$ cat src/rtl/result_byte_unloader_pkg.sv
// -----------------------------------------------------------------------------
// result_byte_unloader_pkg
// Shared definitions for the result byte unloader:
//   - default result/beat widths and FIFO depth
//   - calc_nbytes(): number of output beats needed to carry one result word
//   - serialiser FSM state encoding (IDLE=0, SEND=1)
// -----------------------------------------------------------------------------
package result_byte_unloader_pkg;

    localparam int DATA_W_DEF = 30;
    localparam int BYTE_W_DEF = 8;
    localparam int DEPTH_DEF  = 4;

    // Ceiling division: beats needed to cover data_w bits with byte_w-bit beats.
    function automatic int calc_nbytes(input int data_w, input int byte_w);
        return (data_w + byte_w - 1) / byte_w;
    endfunction

    typedef enum logic {
        ST_IDLE = 1'b0,
        ST_SEND = 1'b1
    } state_t;

endpackage

$ cat src/rtl/result_fifo.sv
// -----------------------------------------------------------------------------
// result_fifo
// DEPTH x DATA_W synchronous FIFO holding pipeline results awaiting
// serialisation. Head word is presented combinationally on rdata.
// Ports:
//   clk, rst        clock, asynchronous active-high reset
//   push, wdata     write request and data (ignored while full)
//   pop             read request (ignored while empty)
//   rdata           head-of-queue word
//   full, empty     registered status flags
//   count           registered number of words held
// -----------------------------------------------------------------------------
module result_fifo
    import result_byte_unloader_pkg::*;
#(
    parameter int DATA_W = DATA_W_DEF,
    parameter int DEPTH  = DEPTH_DEF
) (
    input  logic                     clk,
    input  logic                     rst,
    input  logic                     push,
    input  logic [DATA_W-1:0]        wdata,
    input  logic                     pop,
    output logic [DATA_W-1:0]        rdata,
    output logic                     full,
    output logic                     empty,
    output logic [$clog2(DEPTH):0]   count
);

    localparam int PTR_W = $clog2(DEPTH);
    localparam int CNT_W = PTR_W + 1;

    logic [DATA_W-1:0] mem_r [DEPTH];
    logic [PTR_W-1:0]  wr_ptr_r;
    logic [PTR_W-1:0]  rd_ptr_r;
    logic [CNT_W-1:0]  count_r;
    logic              full_r;
    logic              empty_r;
    logic              push_ok_s;
    logic              pop_ok_s;
    logic [CNT_W-1:0]  count_next_s;

    // A push while full is refused even if a pop happens in the same cycle.
    assign push_ok_s = push & ~full_r;
    assign pop_ok_s  = pop & ~empty_r;

    // Next occupancy from the qualified push/pop pair.
    always_comb begin
        count_next_s = count_r;
        case ({push_ok_s, pop_ok_s})
            2'b10:   count_next_s = count_r + CNT_W'(1);
            2'b01:   count_next_s = count_r - CNT_W'(1);
            default: count_next_s = count_r;
        endcase
    end

    // Storage, pointers (wrap naturally, DEPTH is a power of two) and flags.
    always_ff @(posedge clk or posedge rst) begin
        if (rst) begin
            for (int i = 0; i < DEPTH; i++) begin
                mem_r[i] <= '0;
            end
            wr_ptr_r <= '0;
            rd_ptr_r <= '0;
            count_r  <= '0;
            full_r   <= 1'b0;
            empty_r  <= 1'b1;
        end else begin
            if (push_ok_s) begin
                mem_r[wr_ptr_r] <= wdata;
                wr_ptr_r        <= wr_ptr_r + PTR_W'(1);
            end
            if (pop_ok_s) begin
                rd_ptr_r <= rd_ptr_r + PTR_W'(1);
            end
            count_r <= count_next_s;
            full_r  <= (count_next_s == CNT_W'(DEPTH));
            empty_r <= (count_next_s == CNT_W'(0));
        end
    end

    assign rdata = mem_r[rd_ptr_r];
    assign full  = full_r;
    assign empty = empty_r;
    assign count = count_r;

endmodule

$ cat src/rtl/result_byte_unloader.sv
// -----------------------------------------------------------------------------
// result_byte_unloader
// Buffers DATA_W-bit results from the end of the MAC pipeline and returns
// each one as NBYTES beats of BYTE_W bits, LSB first, on a valid/ready stream.
// Ports:
//   clk, rst              clock, asynchronous active-high reset
//   in_valid/in_data      result word offered by the pipeline
//   in_ready              FIFO has room; word taken when in_valid & in_ready
//   out_valid/out_data    current output beat
//   out_last              beat is the final (NBYTES-1) beat of its word
//   out_ready             consumer accepts the beat
//   overflow              sticky: a word was offered while in_ready was 0
//   fifo_count            words currently held in the FIFO
// -----------------------------------------------------------------------------
module result_byte_unloader
    import result_byte_unloader_pkg::*;
#(
    parameter int DATA_W = DATA_W_DEF,
    parameter int BYTE_W = BYTE_W_DEF,
    parameter int DEPTH  = DEPTH_DEF
) (
    input  logic                     clk,
    input  logic                     rst,
    input  logic                     in_valid,
    input  logic [DATA_W-1:0]        in_data,
    output logic                     in_ready,
    output logic                     out_valid,
    output logic [BYTE_W-1:0]        out_data,
    output logic                     out_last,
    input  logic                     out_ready,
    output logic                     overflow,
    output logic [$clog2(DEPTH):0]   fifo_count
);

    localparam int NBYTES = calc_nbytes(DATA_W, BYTE_W);
    localparam int SHW    = NBYTES * BYTE_W;
    localparam int CNT_W  = (NBYTES > 1) ? $clog2(NBYTES) : 1;

    state_t            state_r;
    logic [SHW-1:0]    shreg_r;
    logic [CNT_W-1:0]  byte_cnt_r;
    logic              out_valid_r;
    logic              out_last_r;
    logic              overflow_r;

    logic              push_s;
    logic              pop_s;
    logic [DATA_W-1:0] head_s;
    logic              fifo_full_s;
    logic              fifo_empty_s;

    assign push_s = in_valid & ~fifo_full_s;

    result_fifo #(
        .DATA_W (DATA_W),
        .DEPTH  (DEPTH)
    ) u_fifo (
        .clk    (clk),
        .rst    (rst),
        .push   (push_s),
        .wdata  (in_data),
        .pop    (pop_s),
        .rdata  (head_s),
        .full   (fifo_full_s),
        .empty  (fifo_empty_s),
        .count  (fifo_count)
    );

    // Pop when idle with data waiting, or when the last beat of the current
    // word is taken and another word is queued (back-to-back, no bubble).
    always_comb begin
        pop_s = 1'b0;
        case (state_r)
            ST_IDLE: pop_s = ~fifo_empty_s;
            ST_SEND: pop_s = out_ready & out_last_r & ~fifo_empty_s;
            default: pop_s = 1'b0;
        endcase
    end

    // Serialiser FSM: loads the head word (zero-extended so pad bits read 0),
    // shifts one beat per accepted transfer and holds everything under stall.
    always_ff @(posedge clk or posedge rst) begin
        if (rst) begin
            state_r     <= ST_IDLE;
            shreg_r     <= '0;
            byte_cnt_r  <= '0;
            out_valid_r <= 1'b0;
            out_last_r  <= 1'b0;
        end else begin
            case (state_r)
                ST_IDLE: begin
                    if (!fifo_empty_s) begin
                        shreg_r     <= SHW'(head_s);
                        byte_cnt_r  <= '0;
                        out_valid_r <= 1'b1;
                        out_last_r  <= (NBYTES == 1);
                        state_r     <= ST_SEND;
                    end else begin
                        out_valid_r <= 1'b0;
                        out_last_r  <= 1'b0;
                    end
                end
                ST_SEND: begin
                    if (out_ready && !out_last_r) begin
                        shreg_r    <= shreg_r >> BYTE_W;
                        byte_cnt_r <= byte_cnt_r + CNT_W'(1);
                        out_last_r <= ((byte_cnt_r + CNT_W'(1)) == CNT_W'(NBYTES - 1));
                    end else if (out_ready && !fifo_empty_s) begin
                        shreg_r    <= SHW'(head_s);
                        byte_cnt_r <= '0;
                        out_last_r <= (NBYTES == 1);
                    end else if (out_ready) begin
                        // Clear the datapath so out_data reads 0 while idle.
                        shreg_r     <= '0;
                        byte_cnt_r  <= '0;
                        out_valid_r <= 1'b0;
                        out_last_r  <= 1'b0;
                        state_r     <= ST_IDLE;
                    end else begin
                        shreg_r <= shreg_r;
                    end
                end
                default: begin
                    state_r     <= ST_IDLE;
                    shreg_r     <= '0;
                    byte_cnt_r  <= '0;
                    out_valid_r <= 1'b0;
                    out_last_r  <= 1'b0;
                end
            endcase
        end
    end

    // Sticky overflow: a word offered while full is dropped; only reset clears.
    always_ff @(posedge clk or posedge rst) begin
        if (rst) begin
            overflow_r <= 1'b0;
        end else if (in_valid && fifo_full_s) begin
            overflow_r <= 1'b1;
        end else begin
            overflow_r <= overflow_r;
        end
    end

    assign in_ready  = ~fifo_full_s;
    assign out_valid = out_valid_r;
    assign out_data  = shreg_r[BYTE_W-1:0];
    assign out_last  = out_last_r;
    assign overflow  = overflow_r;

endmodule

$ cat config.mk
export PLATFORM = sky130hd
export DESIGN_NAME = result_byte_unloader
export DESIGN_NICKNAME = d
export VERILOG_FILES = /design/src/rtl/result_byte_unloader_pkg.sv /design/src/rtl/result_fifo.sv /design/src/rtl/result_byte_unloader.sv
export SDC_FILE = /design/constraint.sdc
export NUM_CORES = 1
export LEC_CHECK = 0
export CAP_MARGIN = 40
export CORE_MARGIN = 2
export CORE_UTILIZATION = 30
export DETAILED_ROUTE_END_ITERATION = 12
export PLACE_DENSITY = 0.45
export REMOVE_ABC_BUFFERS = 1
export SLEW_MARGIN = 25
export SYNTH_ARGS = -nofsm -noshare
export SYNTH_HDL_FRONTEND = slang
export SYNTH_SLANG_ARGS = --single-unit
$ cat constraint.sdc
create_clock -name clk -period 5.84 [get_ports clk]
set_input_delay 0.876 -clock clk [delete_from_list [all_inputs] [get_ports clk]]
set_output_delay 0.876 -clock clk [all_outputs]
set_load 0.01 [all_outputs]
==> metrics.txt, run 1 <==
Setup TNS Final=0 ns; final worst-path cycle share=50.7%; Chip Width=159 um; syn avg cell area=15.8 um^2; Yosys warning total=0; H-Tree Depth=4; layout cell share with drive strength beyond 1=39.3%; Max-Cap Viols=0; DP HPWL=9.05 mm; worst vdd ir=0.155 mV; area grow syn2layout=19.7%; # DRC=0; Overall Power=4860 uW; min Tclk post-route=2.96 ns; WS Path Type=in -> reg; Longest Clk Path Bufs=2; number of synthesized flops with an enable pin=0; Inserted Diodes=0; global route overflow=0; CTS buffer count=17; Port Buf Inserts=48; mapped cell area=7170 um^2; later-pin clock latency in the skew report=0.42 ns; final core occ=36.6%; Power Density=566 nW/um^2; WL per Instance=18.5 um; relative slew slack=46.4%; Clock Pin Slew Worst Setup and Hold Paths=0.06 ns; Leak=0.00362 uW; Worst Tran Pin Value=0.804 ns; slowest CP cell=clkdlybuf4s50_1; Die Y=159 um; I/O pin cnt=49; CTS Sinks=165; # fillers=2212; gr usage total=13.2%; worst path arrival time=3.27 ns; routability cong.=0.640; Placement Rows=56; Worst Path Required=6.15 ns; number of global-route vias before repair=4288; final count of hold timing violations=0; Layout Nets=537; synthesized instance count=453; Post-CTS Resized=0; Top FF cell, synth=dfrtp_1; CTS tree=done; top cells by area, synth=dfrtp_1 57%, mux2_2 19%, mux4_2 9.1%; # hold bufs at CTS=0; Post-synth top cells=164 x dfrtp_1, 122 x mux2_2, 29 x mux4_2, 22 x a221o_1, 22 x and2_1; Post-Route WL=15.3 mm; count leader, synth=dfrtp_1; largest net degree at the start of global routing=59; DR pass1 iterations=4; initial antenna violation count=0; Final Skew=0.00652 ns; Final setup viols=0; 1st-iter DRT viols=169; Worst setup EP type=flip-flop; RSZ-0062 raised after global routing=no; CP peak stage delay=0.48 ns; vias per inst=4.72; post-route ant nets=0; via count=3898; max-slew violations=0; initial core utilization=30.6%; outcome=completed; first-pass GRT wire length=24.6 mm; Hold Path Class=reg -> reg; R2R cell count=8; Worst Setup Start Kind=input pin; area leader, netlist=dfrtp_1; Setup Buffers After CTS=0; Synth cell types=35; top-area cell type share of the netlist area=57.2%; Yosys reg bits=165; Die Area=25200 um^2; register area share after synthesis=57.6%; Root Driver=clkbuf_16; post-synthesis async set-or-reset flop share=100%; Hold Path Cell Cnt=1; Worst Path Max Fanout=32; crit-path cells=clkdlybuf4s50_1 > a21boi_1 > nor2_2 > buf_4 > ha_1 > fa_1 > xnor2_1 > o21a_1 > or2_2; CORE AREA=23500 um^2; Max Clk Rate=338 MHz; R2R setup slack=3.37 ns
==> metal layers <==
layer | track usage (%) | part of all wire, % | vias to the layer above | wire [um]
li1 | - | - | 1758 | -
met5 | 0 | 0 | - | 0
met1 | 17.0 | 46 | 2087 | 7020
met3 | 2.91 | 2.4 | 16 | 374
met2 | 21.7 | 50 | 37 | 7650
met4 | 5.23 | 1.6 | 0 | 237
==> state kept, by name, summed over array words and instances, names as in the netlist <==
signal	flops
u_fifo.mem_r	120
shreg_r	30
u_fifo.count	3
byte_cnt_r	2
u_fifo.rd_ptr_r	2
u_fifo.wr_ptr_r	2
out_last	1
out_valid	1
overflow	1
state_r	1
u_fifo.empty	1
u_fifo.full	1
==> stage by stage <==
step	cells	area (um^2)	hold slack, ns	worst slack, ns
6_report	826	8590	0.468	2.88
5_1_grt	826	8590	0.492	2.74
4_1_cts	826	8590	0.466	2.89
3_5_place_dp	796	7960	0.452	2.44
2_1_floorplan	417	6950	0.462	0.504
3_3_place_gp	794	7920	0.437	2.50
==> worst max-delay path: cells and delay by family <==
kind	cells	cell delay, ns
buffers and inverters	2	0.75
adder cells (fa/ha/maj)	2	0.68
AO/OA/AOI/OAI	2	0.46
AND/OR/NAND/NOR	2	0.34
XOR/XNOR	1	0.15
==> placed cells by master (no fill, tap or decap), types with 4 or more instances in the layout <==
cell,synthesis,routed
dfrtp_1,164,163
bufinv_16,0,4
and2_1,22,22
inv_1,8,7
clkdlybuf4s50_1,0,48
mux2_2,122,122
mux4_2,29,29
a221o_1,22,22
buf_4,8,10
clkbuf_16,0,17
nand2_1,5,5
ha_1,6,6
a22o_1,9,9
clkbuf_8,0,4
==> area by class of cell <==
class	count	area, um^2	share of cell area (%)
timing repair buffer	60	598	6.96
sequential	165	4130	48.1
multi-input combinational	244	2790	32.5
inverter	8	35.0	0.408
tap	319	399	4.65
clock buffer	22	484	5.64
clock inverter	8	148	1.72
==> worst paths after layout <==
path,from,end
setup / recovery,out_ready,u_fifo.count[2]
hold / removal,overflow,overflow
setup reg to reg,state_r,u_fifo.count[2]
hold reg to reg,overflow,overflow
max in group asynchronous,rst,u_fifo.empty
min in group asynchronous,rst,u_fifo.mem_r[44]
==> power breakdown <==
group / internal, uW / switching (uW)
sequential: 1700 / 329
clock: 756 / 443
combinational: 1020 / 612
==> logic make-up (layout without fill, tap and decap cells) <==
logic type,after synthesis,count (layout),synth area share [%]
AO/OA/AOI/OAI,40,40,5.04
XOR/XNOR,5,5,0.611
adder cells (fa/ha/maj),7,7,1.33
buffers and inverters,44,98,3.56
flip-flops,165,165,57.6
multiplexers,152,152,28.6
AND/OR/NAND/NOR,40,40,3.26
Power figures use the tool's default switching activity.
==> run 2, diff against run 1 <==
PLACE_DENSITY = 0.47   (was 0.45)
clock period = 2.5 ns   (was 5.84 ns; I/O delays follow)
==> metrics.txt, run 2 (same netlist as run 1, synthesis figures left out) <==
max reg flops=120 (unchanged); CTS buffer count=17 (unchanged); outcome=completed; Leak=0.00369 uW (+2.0%); Die Area=25200 um^2 (unchanged); vias per inst=4.73 (+0.24%); Die Y=159 um (unchanged); Reg with most FFs=u_fifo.mem_r; max-slew violations=0 (unchanged); CP peak stage delay=0.42 ns (-0.06 ns); Power Density=1310 nW/um^2 (+130%); family with the most delay on the worst path=adder cells; Setup TNS Final=0 ns (unchanged); Longest Clk Path Bufs=2 (unchanged); Port Buf Inserts=48 (unchanged); H-Tree Depth=4 (unchanged); WS Path Type=reg -> reg; most frequent cells in the layout=163 x dfrtp_1, 122 x mux2_2, 48 x clkdlybuf4s50_1, 29 x mux4_2; WL per Instance=18.0 um (-2.4%); routability cong.=0.709 (+11%); grt met2 use=21.9% (+0.19 points); # DRC=0 (unchanged); final worst-path cycle share=85.7%; CTS Sinks=165 (unchanged); number of global-route vias before repair=4382 (+2.2%); Inserted Diodes=0 (unchanged); number of buffers and inverters on the critical path=0 (-2); RSZ-0062 raised after global routing=no; Final Skew=0.00922 ns (+0.00270 ns); I/O pin cnt=49 (unchanged); Worst path depth=7 (-2); relative slew slack=70.0% (+24 points); Setup Buffers After CTS=0 (unchanged); met1 usage=17.1% (+0.10 points); CORE AREA=23500 um^2 (unchanged); largest net degree at the start of global routing=46 (-22%); Chip Width=159 um (unchanged); later-pin clock latency in the skew report=0.43 ns (about the same); layout cell share with drive strength beyond 1=40.8% (+1.6 points); Final setup viols=0 (unchanged); GR Util met3=2.59% (-0.33 points); Worst Setup Start Kind=flip-flop; DP HPWL=9.37 mm (+3.6%); post-route ant nets=0 (unchanged); Overall Power=11400 uW (+130%); # hold bufs at CTS=0 (unchanged); Post-Route WL=15.1 mm (-1.0%); Max Clk Rate=467 MHz; area grow syn2layout=21.4%; Layout Nets=547 (+1.9%); 1st-iter DRT viols=184 (+8.9%); worst path arrival time=2.45 ns (-0.82 ns); commonest non-fill, non-tap cell in the layout=dfrtp_1; gr usage total=13.2% (about the same); R2R cell count=7 (-1); final count of hold timing violations=0 (unchanged); Post-CTS Resized=0 (unchanged); Worst setup EP type=flip-flop; min Tclk post-route=2.14 ns; worst vdd ir=0.419 mV (+170%); slowest CP cell=dfrtp_1; via count=3964 (+1.7%); CTS tree=done; Worst Path Max Fanout=6 (-81%); Max-Cap Viols=0 (unchanged); Placement Rows=56 (unchanged); grt peak-use layer=met2; global route overflow=0 (unchanged); initial core utilization=30.6% (unchanged); DR pass1 iterations=4 (unchanged); Clock Pin Slew Worst Setup and Hold Paths=0.06 ns (about the same); Root Driver=clkbuf_16; Worst Path Required=2.81 ns (-3.34 ns); Hold Path Class=in -> async; initial antenna violation count=0 (unchanged); crit-path cells=a21boi_1 > nor2_2 > ha_1 > fa_1 > xnor2_1 > o21a_1 > or2_2; Worst Tran Pin Value=0.451 ns (-0.353 ns); first-pass GRT wire length=24.7 mm (+0.65%)
==> run 2: cell count changes in the layout (fill, tap and decap cells not counted), moves of 3 or more <==
cell,before,now
buf_12,0,6
buf_4,10,16
clkinv_4,0,5
inv_6,1,6
clkbuf_8,4,1
clkinvlp_4,3,0
==> run 2: per-stage QoR <==
| step | hold slack, ns | cells | area (um^2) | utilization [%] | worst slack (ns) |
|---|---|---|---|---|---|
| 4_1_cts | 0.346 | 838 | 8710 | 37.1 | 0.360 |
| 2_1_floorplan | 0.462 | 417 | 6950 | - | -2.34 |
| 5_1_grt | 0.386 | 838 | 8710 | 37.1 | 0.214 |
| 6_report | 0.339 | 838 | 8710 | 37.1 | 0.358 |
| 3_5_place_dp | 0.455 | 806 | 8080 | 34.4 | 0.0192 |
| 3_3_place_gp | 0.441 | 806 | 8080 | 34.4 | 0.0590 |
==> run 2: final timing paths <==
| check | from | to | slack (ns) |
|---|---|---|---|
| setup reg to reg | state_r | u_fifo.count[2] | 0.36 |
| setup / recovery | state_r | u_fifo.count[2] | 0.36 |
| hold reg to reg | overflow | overflow | 0.46 |
| min in group clk | overflow | overflow | 0.46 |
| hold / removal | rst | state_r | 0.34 |
| max in group asynchronous | rst | u_fifo.mem_r[119] | 1.54 |
==> run 2: layout make-up <==
| type | count | area [um^2] |
|---|---|---|
| clock inverter | 14 | 189 |
| fill | 2210 | 14800 |
| clock buffer | 18 | 439 |
| sequential | 165 | 4130 |
| tap | 319 | 399 |
| inverter | 8 | 35.0 |
| multi-input combinational | 244 | 2790 |
| timing repair buffer | 70 | 721 |
==> run 2: metal layers <==
layer,routed length (um),vias up
met3,340,21
met5,0,-
met1,6950,2107
met2,7540,49
li1,-,1787
met4,287,0
==> run 2: report_power, final <==
part | internal (uW) | switching [uW] | leakage (uW)
clock | 1630 | 1140 | 0.000308
combinational | 2490 | 1500 | 0.00139
sequential | 3960 | 670 | 0.00200
total | 8080 | 3310 | 0.00369
==> run 3, diff against run 2 <==
--- a/config.mk
+++ b/config.mk
@@ -12,4 +12,5 @@
 export PLACE_DENSITY = 0.47
 export REMOVE_ABC_BUFFERS = 1
+export SETUP_SLACK_MARGIN = 0.02
 export SLEW_MARGIN = 25
 export SYNTH_ARGS = -nofsm -noshare
==> constraint.sdc (replaced) <==
create_clock -name clk -period 2.5 [get_ports clk]
set_input_delay 0.375 -clock clk [delete_from_list [all_inputs] [get_ports clk]]
set_output_delay 0.375 -clock clk [all_outputs]
set_load 0.005 [all_outputs]
==> results of run 3 <==
Same layout as run 2 (identical final DEF). Status: completed.
Main changes from that run: total power 11400 uW -> 11300 uW
